===== src/rtl/rv32imf_wfi_wake_ctrl_pkg.sv =====
// Shared types and constants for the WFI sleep/wake controller.
// The state encoding is also exposed on the interface for observation.
package rv32imf_wfi_wake_ctrl_pkg;

  typedef enum logic [1:0] {
    RUN   = 2'd0,
    DRAIN = 2'd1,
    SLEEP = 2'd2,
    WAKE  = 2'd3
  } wake_state_e;

  localparam int unsigned CAUSE_W = 6;
  localparam logic [CAUSE_W-1:0] WAKE_CAUSE_DEBUG = 6'h3F;

  // Counter width for a count limit, never narrower than one bit.
  function automatic int cnt_width(input int limit);
    return (limit > 1) ? $clog2(limit) : 1;
  endfunction

endpackage


===== src/rtl/rv32imf_wfi_wake_ctrl_if.sv =====
// Sleep/wake handshake bundle between the controller side (master) and the wake controller (slave).
// Handshake: wfi_req_i is a level held until wfi_ack_o pulses or is withdrawn; every *_o is a registered one-cycle pulse or level.
interface rv32imf_wfi_wake_ctrl_if
  import rv32imf_wfi_wake_ctrl_pkg::*;
#(
  parameter int unsigned NUM_IRQ = 32
);
  logic               wfi_req_i;
  logic               wfi_ack_o;
  logic               core_busy_i;
  logic [NUM_IRQ-1:0] irq_pending_i;
  logic [NUM_IRQ-1:0] irq_enable_i;
  logic               debug_req_i;
  logic               wake_from_sleep_o;
  logic               sleeping_o;
  logic               wake_valid_o;
  logic [CAUSE_W-1:0] wake_cause_o;
  logic               drain_timeout_o;
  wake_state_e        state_o;

  modport master (
    output wfi_req_i, core_busy_i, irq_pending_i, irq_enable_i, debug_req_i,
    input  wfi_ack_o, wake_from_sleep_o, sleeping_o, wake_valid_o, wake_cause_o,
           drain_timeout_o, state_o
  );

  modport slave (
    input  wfi_req_i, core_busy_i, irq_pending_i, irq_enable_i, debug_req_i,
    output wfi_ack_o, wake_from_sleep_o, sleeping_o, wake_valid_o, wake_cause_o,
           drain_timeout_o, state_o
  );
endinterface


===== src/rtl/rv32imf_wake_prio_enc.sv =====
// Lowest-index priority encoder: returns the index of the lowest set request bit and a valid flag.
module rv32imf_wake_prio_enc
  import rv32imf_wfi_wake_ctrl_pkg::*;
#(
  parameter int unsigned NUM_IRQ = 32
) (
  input  logic [NUM_IRQ-1:0] req_i,
  output logic [CAUSE_W-1:0] idx_o,
  output logic               valid_o
);

  // Scanning high-to-low lets the last hit (lowest index) win.
  always_comb begin
    idx_o   = '0;
    valid_o = 1'b0;
    for (int i = NUM_IRQ - 1; i >= 0; i--) begin
      if (req_i[i]) begin
        idx_o   = CAUSE_W'(i);
        valid_o = 1'b1;
      end
    end
  end

endmodule


===== src/rtl/rv32imf_wfi_wake_ctrl.sv =====
// WFI sequencer on the ungated clock: drains the pipeline, sleeps, and wakes on enabled IRQ or debug.
// All outputs are flops so the clock-gate enable never sees combinational glitches.
module rv32imf_wfi_wake_ctrl
  import rv32imf_wfi_wake_ctrl_pkg::*;
#(
  parameter int unsigned NUM_IRQ       = 32,
  parameter int unsigned WAKE_HOLD     = 2,
  parameter int unsigned DRAIN_TIMEOUT = 64
) (
  input  logic                    clk_i,
  input  logic                    rst_n,
  rv32imf_wfi_wake_ctrl_if.slave  bus
);

  localparam int unsigned DRAIN_W = cnt_width(DRAIN_TIMEOUT);
  localparam int unsigned HOLD_W  = cnt_width(WAKE_HOLD);
  localparam logic [DRAIN_W-1:0] DRAIN_LAST = DRAIN_W'(DRAIN_TIMEOUT - 1);
  localparam logic [HOLD_W-1:0]  HOLD_LAST  = HOLD_W'(WAKE_HOLD - 1);

  wake_state_e        state_q, state_d;
  logic [DRAIN_W-1:0] drain_cnt_q, drain_cnt_d;
  logic [HOLD_W-1:0]  hold_cnt_q, hold_cnt_d;
  logic               ack_q, ack_d;
  logic               valid_q, valid_d;
  logic               tmo_q, tmo_d;
  logic               wake_q, wake_d;
  logic               sleeping_q, sleeping_d;
  logic [CAUSE_W-1:0] cause_q, cause_d;

  logic [CAUSE_W-1:0] irq_idx;
  logic               irq_any;
  logic               ev;

  rv32imf_wake_prio_enc #(
    .NUM_IRQ (NUM_IRQ)
  ) u_prio_enc (
    .req_i   (bus.irq_pending_i & bus.irq_enable_i),
    .idx_o   (irq_idx),
    .valid_o (irq_any)
  );

  assign ev = irq_any | bus.debug_req_i;

  always_comb begin
    state_d     = state_q;
    drain_cnt_d = drain_cnt_q;
    hold_cnt_d  = hold_cnt_q;
    cause_d     = cause_q;
    ack_d       = 1'b0;
    valid_d     = 1'b0;
    tmo_d       = 1'b0;

    unique case (state_q)
      RUN: begin
        // A request still high during the ack cycle is the old one being dropped.
        if (bus.wfi_req_i && !ack_q) begin
          if (ev) begin
            ack_d = 1'b1;
          end else begin
            state_d     = DRAIN;
            drain_cnt_d = '0;
          end
        end
      end
      DRAIN: begin
        drain_cnt_d = (drain_cnt_q == DRAIN_LAST) ? drain_cnt_q : drain_cnt_q + DRAIN_W'(1);
        if (!bus.wfi_req_i) begin
          state_d = RUN;
        end else if (ev) begin
          state_d = RUN;
          ack_d   = 1'b1;
        end else if ((drain_cnt_q == DRAIN_LAST) && bus.core_busy_i) begin
          state_d = RUN;
          ack_d   = 1'b1;
          tmo_d   = 1'b1;
        end else if (!bus.core_busy_i) begin
          state_d = SLEEP;
        end
      end
      SLEEP: begin
        if (ev) begin
          state_d    = WAKE;
          hold_cnt_d = '0;
          cause_d    = bus.debug_req_i ? WAKE_CAUSE_DEBUG : irq_idx;
        end
      end
      WAKE: begin
        if (hold_cnt_q == HOLD_LAST) begin
          state_d = RUN;
          ack_d   = 1'b1;
          valid_d = 1'b1;
        end else begin
          hold_cnt_d = hold_cnt_q + HOLD_W'(1);
        end
      end
      default: state_d = RUN;
    endcase

    wake_d     = (state_d != SLEEP);
    sleeping_d = (state_d == SLEEP);
  end

  always_ff @(posedge clk_i or negedge rst_n) begin
    if (!rst_n) begin
      state_q     <= RUN;
      drain_cnt_q <= '0;
      hold_cnt_q  <= '0;
      cause_q     <= '0;
      ack_q       <= 1'b0;
      valid_q     <= 1'b0;
      tmo_q       <= 1'b0;
      wake_q      <= 1'b1;
      sleeping_q  <= 1'b0;
    end else begin
      state_q     <= state_d;
      drain_cnt_q <= drain_cnt_d;
      hold_cnt_q  <= hold_cnt_d;
      cause_q     <= cause_d;
      ack_q       <= ack_d;
      valid_q     <= valid_d;
      tmo_q       <= tmo_d;
      wake_q      <= wake_d;
      sleeping_q  <= sleeping_d;
    end
  end

  assign bus.wfi_ack_o         = ack_q;
  assign bus.wake_valid_o      = valid_q;
  assign bus.drain_timeout_o   = tmo_q;
  assign bus.wake_from_sleep_o = wake_q;
  assign bus.sleeping_o        = sleeping_q;
  assign bus.wake_cause_o      = cause_q;
  assign bus.state_o           = state_q;

endmodule


===== src/flat_wrapper.sv =====
// flat-port wrapper written by rule: the top's interface ports become plain ports
module rv32imf_wfi_wake_ctrl_flat import rv32imf_wfi_wake_ctrl_pkg::*;
#(
  parameter int unsigned NUM_IRQ       = 32,
  parameter int unsigned WAKE_HOLD     = 2,
  parameter int unsigned DRAIN_TIMEOUT = 64
)
  (clk_i, rst_n, bus_wfi_req_i, bus_core_busy_i, bus_irq_pending_i, bus_irq_enable_i, bus_debug_req_i, bus_wfi_ack_o, bus_wake_from_sleep_o, bus_sleeping_o, bus_wake_valid_o, bus_wake_cause_o, bus_drain_timeout_o, bus_state_o);
  rv32imf_wfi_wake_ctrl_if #(.NUM_IRQ(NUM_IRQ)) bus_i ();
  input  logic clk_i;
  input  logic rst_n;
  input wire logic [$bits(bus_i.wfi_req_i)-1:0] bus_wfi_req_i;
  input wire logic [$bits(bus_i.core_busy_i)-1:0] bus_core_busy_i;
  input wire logic [$bits(bus_i.irq_pending_i)-1:0] bus_irq_pending_i;
  input wire logic [$bits(bus_i.irq_enable_i)-1:0] bus_irq_enable_i;
  input wire logic [$bits(bus_i.debug_req_i)-1:0] bus_debug_req_i;
  output wire logic [$bits(bus_i.wfi_ack_o)-1:0] bus_wfi_ack_o;
  output wire logic [$bits(bus_i.wake_from_sleep_o)-1:0] bus_wake_from_sleep_o;
  output wire logic [$bits(bus_i.sleeping_o)-1:0] bus_sleeping_o;
  output wire logic [$bits(bus_i.wake_valid_o)-1:0] bus_wake_valid_o;
  output wire logic [$bits(bus_i.wake_cause_o)-1:0] bus_wake_cause_o;
  output wire logic [$bits(bus_i.drain_timeout_o)-1:0] bus_drain_timeout_o;
  output wire logic [$bits(bus_i.state_o)-1:0] bus_state_o;
  assign bus_i.wfi_req_i = bus_wfi_req_i;
  assign bus_i.core_busy_i = bus_core_busy_i;
  assign bus_i.irq_pending_i = bus_irq_pending_i;
  assign bus_i.irq_enable_i = bus_irq_enable_i;
  assign bus_i.debug_req_i = bus_debug_req_i;
  assign bus_wfi_ack_o = bus_i.wfi_ack_o;
  assign bus_wake_from_sleep_o = bus_i.wake_from_sleep_o;
  assign bus_sleeping_o = bus_i.sleeping_o;
  assign bus_wake_valid_o = bus_i.wake_valid_o;
  assign bus_wake_cause_o = bus_i.wake_cause_o;
  assign bus_drain_timeout_o = bus_i.drain_timeout_o;
  assign bus_state_o = bus_i.state_o;
  rv32imf_wfi_wake_ctrl #(.NUM_IRQ(NUM_IRQ), .WAKE_HOLD(WAKE_HOLD), .DRAIN_TIMEOUT(DRAIN_TIMEOUT)) u_core (.clk_i(clk_i), .rst_n(rst_n), .bus(bus_i));
endmodule

===== config.mk =====
export PLATFORM = sky130hd
export DESIGN_NAME = rv32imf_wfi_wake_ctrl_flat
export DESIGN_NICKNAME = d
export VERILOG_FILES = /design/src/rtl/rv32imf_wfi_wake_ctrl_pkg.sv /design/src/rtl/rv32imf_wfi_wake_ctrl_if.sv /design/src/rtl/rv32imf_wake_prio_enc.sv /design/src/rtl/rv32imf_wfi_wake_ctrl.sv /design/src/flat_wrapper.sv
export SDC_FILE = /design/constraint.sdc
export NUM_CORES = 1
export LEC_CHECK = 0
export ABC_AREA = 1
export CORE_MARGIN = 10
export CORE_UTILIZATION = 34
export CTS_CLUSTER_DIAMETER = 120
export DETAILED_ROUTE_END_ITERATION = 10
export HOLD_SLACK_MARGIN = 0.15
export PLACE_DENSITY = 0.89
export SLEW_MARGIN = 20
export SYNTH_ARGS = -nofsm -noshare
export SYNTH_HDL_FRONTEND = slang
export SYNTH_SLANG_ARGS = --single-unit

===== constraint.sdc =====
create_clock -name clk_i -period 1.4 [get_ports clk_i]
set_input_delay 0.35 -clock clk_i [delete_from_list [all_inputs] [get_ports clk_i]]
set_output_delay 0.35 -clock clk_i [all_outputs]
set_load 0.02 [all_outputs]

# ---- Yosys cells after proc, flatten, opt, wreduce, memory -nomap -nowiden
# Cells that the tools add are included.
dict set report op_classes {
  n_addsub 2
  eq_ne 10
  bitwise 2
  n_mux 92
  n_reduce_logical 9
}
# operator count
set ops {}
lappend ops {{2-to-1 mux 6 bit} 35}
lappend ops {{2-to-1 mux 1 bit} 44}
lappend ops {{bitwise AND 32 bit} 1}
lappend ops {{2-to-1 mux 2 bit} 8}
lappend ops {{one-hot mux 6 bit (2 select lines)} 1}
lappend ops {{one-hot mux 2 bit (4 select lines)} 1}
lappend ops {{adder 6 x 1 -> 6 bit (second input constant)} 1}
lappend ops {{equality test 2 bit (second input constant)} 3}
lappend ops {{equality test 6 bit (second input constant)} 1}
lappend ops {{inequality test 2 bit (second input constant)} 3}
lappend ops {{2-to-1 mux 5 bit} 1}
lappend ops {{inequality test 2 x 1 -> 1 bit (second input constant)} 2}
lappend ops {{AND reduction 2 bit} 2}
lappend ops {{AND reduction 4 bit} 1}
lappend ops {{nonzero test 2 bit} 2}
lappend ops {{one-hot mux 1 bit (3 select lines)} 1}
lappend ops {{equality test 2 x 1 -> 1 bit (second input constant)} 1}
lappend ops {{logical AND 1 bit} 2}
lappend ops {{zero test 2 bit} 1}
lappend ops {{one-hot mux 1 bit (2 select lines)} 1}
lappend ops {{adder 1 bit (second input constant)} 1}
lappend ops {{zero test 1 bit} 1}
lappend ops {{bitwise OR 1 bit} 1}
dict set report totals {
  out_inout_bits 13
  word_cells 124
  register_bits 20
  in_bits 69
}

# ---- Depth between registers and ports, before layout
dict set report depth {
  depth_word 38
  ltp_mapped 34
}

# ---- Cells and area by module
# A second synthesis with hierarchy kept.
dict set report hier_totals {
  hier_cells 285
  hier_area_um2 1661.6
}
# module area_each_um2 seq_area_each_um2 n_inst cells_each
set modules_own_cells {}
lappend modules_own_cells {rv32imf_wfi_wake_ctrl 1207.4 501.7 1 176}
lappend modules_own_cells {rv32imf_wake_prio_enc 454.2 0.0 1 109}

# ---- Worst setup path before layout
# OpenSTA, ideal clock, no wires.
dict set report synth_path {
  path_kind {input-to-reg}
  startpoint {input bus_irq_pending_i[31]}
  endpoint {register u_core.cause_q[0], in the netlist u_core.bus.wake_cause_o[0]}
  cell_stages 34
  path_slack_ns -0.494
  arrival_ns 1.775
  n_path_buf 0
  t_required_ns 1.281
  path_cell_list {nand2_1 inv_1 nand2_1 nand2_1 nand2_1 nand2_1 nand2_1 nand2_1 nand2_1 nand2_1 nand2_1 nand2_1 nand2_1 nand2_1 nand2_1 nand2_1 nand2_1 nand2_1 nand2_1 nand2_1 nand2_1 nand2_1 nand2_1 nand2_1 nand2_1 nand2_1 nand2_1 nand2_1 nand2_1 nand2_1 nand2_1 nand2_1 nand2_1 nand2_1}
}
dict set report synth_between {
  elab_chain_len 35
  word_cells_on_any_way 68
  cone_classes {mux (65); bitwise (2); reduce/logical (1)}
}
# item line
set synth_lines {}
lappend synth_lines {{from (decl)} flat_wrapper.sv:14} ;# input wire logic [$bits(bus_i.irq_pending_i)-1:0] bus_irq_pending_i;
lappend synth_lines {{bitwise AND 32 bit *} rv32imf_wfi_wake_ctrl.sv:37} ;# .req_i (bus.irq_pending_i & bus.irq_enable_i),
lappend synth_lines {{2-to-1 mux 1 bit (32 in series)} rv32imf_wake_prio_enc.sv:17} ;# if (req_i[i]) begin
lappend synth_lines {{bitwise OR 1 bit} rv32imf_wfi_wake_ctrl.sv:42} ;# assign ev = irq_any | bus.debug_req_i;
lappend synth_lines {{AND reduction 2 bit (no line)} n/a}
lappend synth_lines {{to (signal assigned)} rv32imf_wfi_wake_ctrl.sv:118} ;# cause_q <= cause_d;
lappend synth_lines {{to (decl)} rv32imf_wfi_wake_ctrl.sv:28} ;# logic [CAUSE_W-1:0] cause_q, cause_d;
# Mark *: on every way between the ends. The rest lies on a longest branch, timed or not.
# A chain may end at the register's enable or synchronous reset.

# ---- Final worst setup path
dict set report layout_path {
  startpoint {input bus_irq_pending_i[1]}
  endpoint {register u_core.drain_cnt_q[2]}
}
dict set report layout_between {
  elab_chain_len 6
}
# item line
set layout_lines {}
lappend layout_lines {{bitwise AND 32 bit} rv32imf_wfi_wake_ctrl.sv:37}
lappend layout_lines {{2-to-1 mux 1 bit (2 in series)} rv32imf_wake_prio_enc.sv:17}
lappend layout_lines {{bitwise OR 1 bit} rv32imf_wfi_wake_ctrl.sv:42}
lappend layout_lines {{inequality test 2 bit (no line)} n/a}
lappend layout_lines {{AND reduction 4 bit (no line)} n/a}
lappend layout_lines {{to (signal assigned)} rv32imf_wfi_wake_ctrl.sv:116} ;# drain_cnt_q <= drain_cnt_d;
lappend layout_lines {{to (decl)} rv32imf_wfi_wake_ctrl.sv:21} ;# logic [DRAIN_W-1:0] drain_cnt_q, drain_cnt_d;
# No other way between the ends.

==> results_dict.tcl <==
set metrics [dict create \
    port_buffers 81 \
    die_x_microns 83.6 \
    ys_warn_count 0 \
    rsz0062_at_grt "yes" \
    busiest_layer "met2" \
    powerDensity_nw_per_um2 539 \
    violations "setup timing" \
    dp_hpwl_microns 4390 \
    clock_latency_ns 0.26 \
    n_antenna_cell 0 \
    drv_slew 0 \
    drtAntennaViolNets 0 \
    grt_pass1_vias 2265 \
    cts_tree "yes" \
    synth-edff-count 0 \
    grtUsageTotal_pct 17.5 \
    initial_utilization_pct 34.9 \
    drv_cap 0 \
    routed_wl_microns 6790 \
    grt_pass1_wl_microns 10400 \
    cp_max_fo 3 \
    synth_area_sq_um 1380 \
    clkSlewWorstSetupHoldPaths_ns 0.08 \
    fmax_mhz 470 \
    cts.sinks 20 \
    overflow 0 \
    place_congestion 0.812 \
    grt_use_met1_pct 16.4 \
    pre_cts_slack_ns -1.29 \
    setup_viol_count_final 19 \
    drc 0 \
    synthTopCellsByArea "dfrtp_1, nand2_1, nor2_1, nand2_2, nand2_4" \
    viasPerCell 5.10 \
    rows 23 \
    synthCells 210 \
    syn_area_per_cell_sq_um 6.55 \
    grt_max_degree 12 \
    synth.ff_latch_count 20 \
    drt_iter0_drc 162 \
    first_pass_iters 4 \
    fin_ws_ns -0.728 \
    root_buffer "clkbuf_8" \
    seq_area_sq_um 502 \
    coreArea_sq_um 3940 \
    grt.met3_usage_pct 3.42 \
    synthesis.nets 280 \
    holdBufCountCts 0 \
    antenna_found_initial 0 \
    htree_levels 1 \
    ctsLongestPathBuffers 2 \
    ys_types 25 \
    ir_drop_mv 0.332 \
    criticalPathCategory "primary input to register" \
    synth_top_area_share_pct 34.6 \
    ys_seq_area_share_pct 36.5 \
    finalCriticalPeriod_ns 2.13 \
    slew_headroom_pct 76.7 \
    r2r_start "u_core.drain_cnt_q[1]$_DFFE_PN0P_" \
    dieArea_sq_um 6990 \
    reg2reg_depth 10 \
    hold_path_class "primary input to asynchronous set/reset pin" \
    r2r-end "u_core.drain_cnt_q[2]$_DFFE_PN0P_" \
    finalPower_mw 1.63 \
    ff2ff_setup_slack_ns -0.43 \
    async_reset_ff_share_pct 100 \
    cts_buffers 3 \
    critPathArrivalTime_ns 2.27 \
    final_hold_viol_count 0 \
    wire_per_inst_microns 16.8 \
    end_kind "register" \
    period_share_pct 152 \
    worstMarginPinSlew_ns 0.350 \
    synthMostInstantiatedCell "nand2_1" \
    fin_skew_ns 0.00692 \
    drive_gt1_share_pct 42.8 \
    fp.dieH_microns 83.6 \
    nNetsFinal 426 \
    dr_total_vias 2066 \
    leakagePower_nw 1.57 \
    required_ns 1.54 \
    multi_input_area_sq_um 1140 \
    syn_to_final_growth_pct 120 \
    start_kind "primary input" \
    io_pins 82 \
    yosys.area.top_type "dfrtp_1" \
    status "complete, but fails checks" \
    ys.flop_type "dfrtp_1" \
    met2_usage_pct 34.9 \
    synthTopCellsByCount "nand2_1, nor2_1, dfrtp_1" \
    fillers 255 \
]
-- per-layer routing --
| metal | part of all wire [%] | routed length, microns |
|---|---|---|
| met1 | 37 | 2510 |
| met2 | 54 | 3700 |
| met3 | 5.7 | 390 |
| met4 | 2.8 | 193 |
| met5 | 0 | 0 |
-- how the worst max path moves through the flow --
stage / start / end / slack (ns) / cells past startpoint
2_1_floorplan: bus_irq_pending_i[31] / u_core.bus.wake_cause_o[0]$_DFFE_PN0P_ / -0.46 / 34
3_3_place_gp: bus_irq_pending_i[31] / u_core.bus.wake_cause_o[0]$_DFFE_PN0P_ / -1.14 / 35
3_5_place_dp: bus_irq_pending_i[31] / u_core.bus.wake_cause_o[0]$_DFFE_PN0P_ / -1.29 / 35
4_1_cts: bus_irq_pending_i[31] / u_core.bus.wake_cause_o[0]$_DFFE_PN0P_ / -0.63 / 35
5_1_grt: bus_irq_pending_i[31] / u_core.bus.wake_cause_o[0]$_DFFE_PN0P_ / -0.94 / 35
6_report: bus_irq_pending_i[1] / u_core.drain_cnt_q[2]$_DFFE_PN0P_ / -0.73 / 16
-- power by group --
group	leakage, nW	switching [mW]	total (mW)	internal [mW]
logic	1.30	0.279	0.578	0.298
registers	0.242	0.0123	0.605	0.592
clock network	0.0288	0.198	0.449	0.251
-- sequential cells by signal (all words and copies together) (netlist names) --
name / count
u_core.bus.wake_cause_o: 6
u_core.drain_cnt_q: 6
u_core.bus.state_o: 2
u_core.bus.drain_timeout_o: 1
u_core.bus.sleeping_o: 1
u_core.bus.wake_from_sleep_o: 1
u_core.bus.wake_valid_o: 1
u_core.bus.wfi_ack_o: 1
u_core.hold_cnt_q: 1
-- cell usage in the layout, fill, tap and decap left out, types with 5 or more instances in the layout --
master           instances
a21oi_1                  6
buf_2                    5
buf_4                   59
clkdlybuf4s50_1         28
dfrtp_1                 19
dlygate4sd2_1           43
inv_1                    9
inv_2                    5
nand2_1                 61
nand2_2                 30
nand2_4                 14
nor2_1                  17
nor2_2                   5
nor2_4                   6
-- critical path: stages --
cell and delay (ns):
dlygate4sd2_1 0.28, nand2_8 0.09, nand2_4 0.06, nor2_4 0.12, nand3_2 0.10, nor4_4 0.27
nand2_2 0.14, nor2_4 0.13, buf_4 0.12, buf_4 0.09, buf_4 0.09, buf_4 0.09
buf_4 0.09, buf_4 0.09, buf_4 0.12, nor3_4 0.04
-- metrics by stage --
stage / std cells / area, sq um / utilization [%] / hold WS, ns / TNS [ns]
final: 405 / 3030 / 76.8 / 0.342 / -10.57
after floorplan: 210 / 1600 / - / 0.0544 / -2.65
after CTS: 401 / 2950 / 74.8 / 0.357 / -8.56
after global routing: 405 / 3030 / 76.8 / 0.354 / -12.25
after global placement: 383 / 2790 / 70.8 / 0.456 / -15.49
after detailed placement: 383 / 2790 / 70.8 / 0.472 / -16.76
-- cell type report --
cell class	instances	area share, %
clock buffers	4	1.82
flip-flops and latches	20	16.6
well taps	50	2.07
inverters	15	2.31
repair buffers	141	39.5
multi-input cells	175	37.8
-- cells by family (layout without fill, tap and decap cells) --
kind of cell               Yosys count  count (layout)  share of synthesized area, %
buffers and inverters               15             160                          4.46
and+or+nand+nor                    152             152                          48.6
AOI/OAI and AO/OA                   20              20                          8.28
xor gates and xnor gates             2               2                          1.27
adders and majority gates            1               1                         0.910
DFF                                 20              20                          36.5
-- what timing repair did --
item,4_1_cts,5_1_grt
cloned,0,0
buffers inserted,14,4
setup endpoints to repair,32,20
pin swaps,30,14
gates resized for setup,95,13
Note: power is estimated with default switching activity, not from simulation.
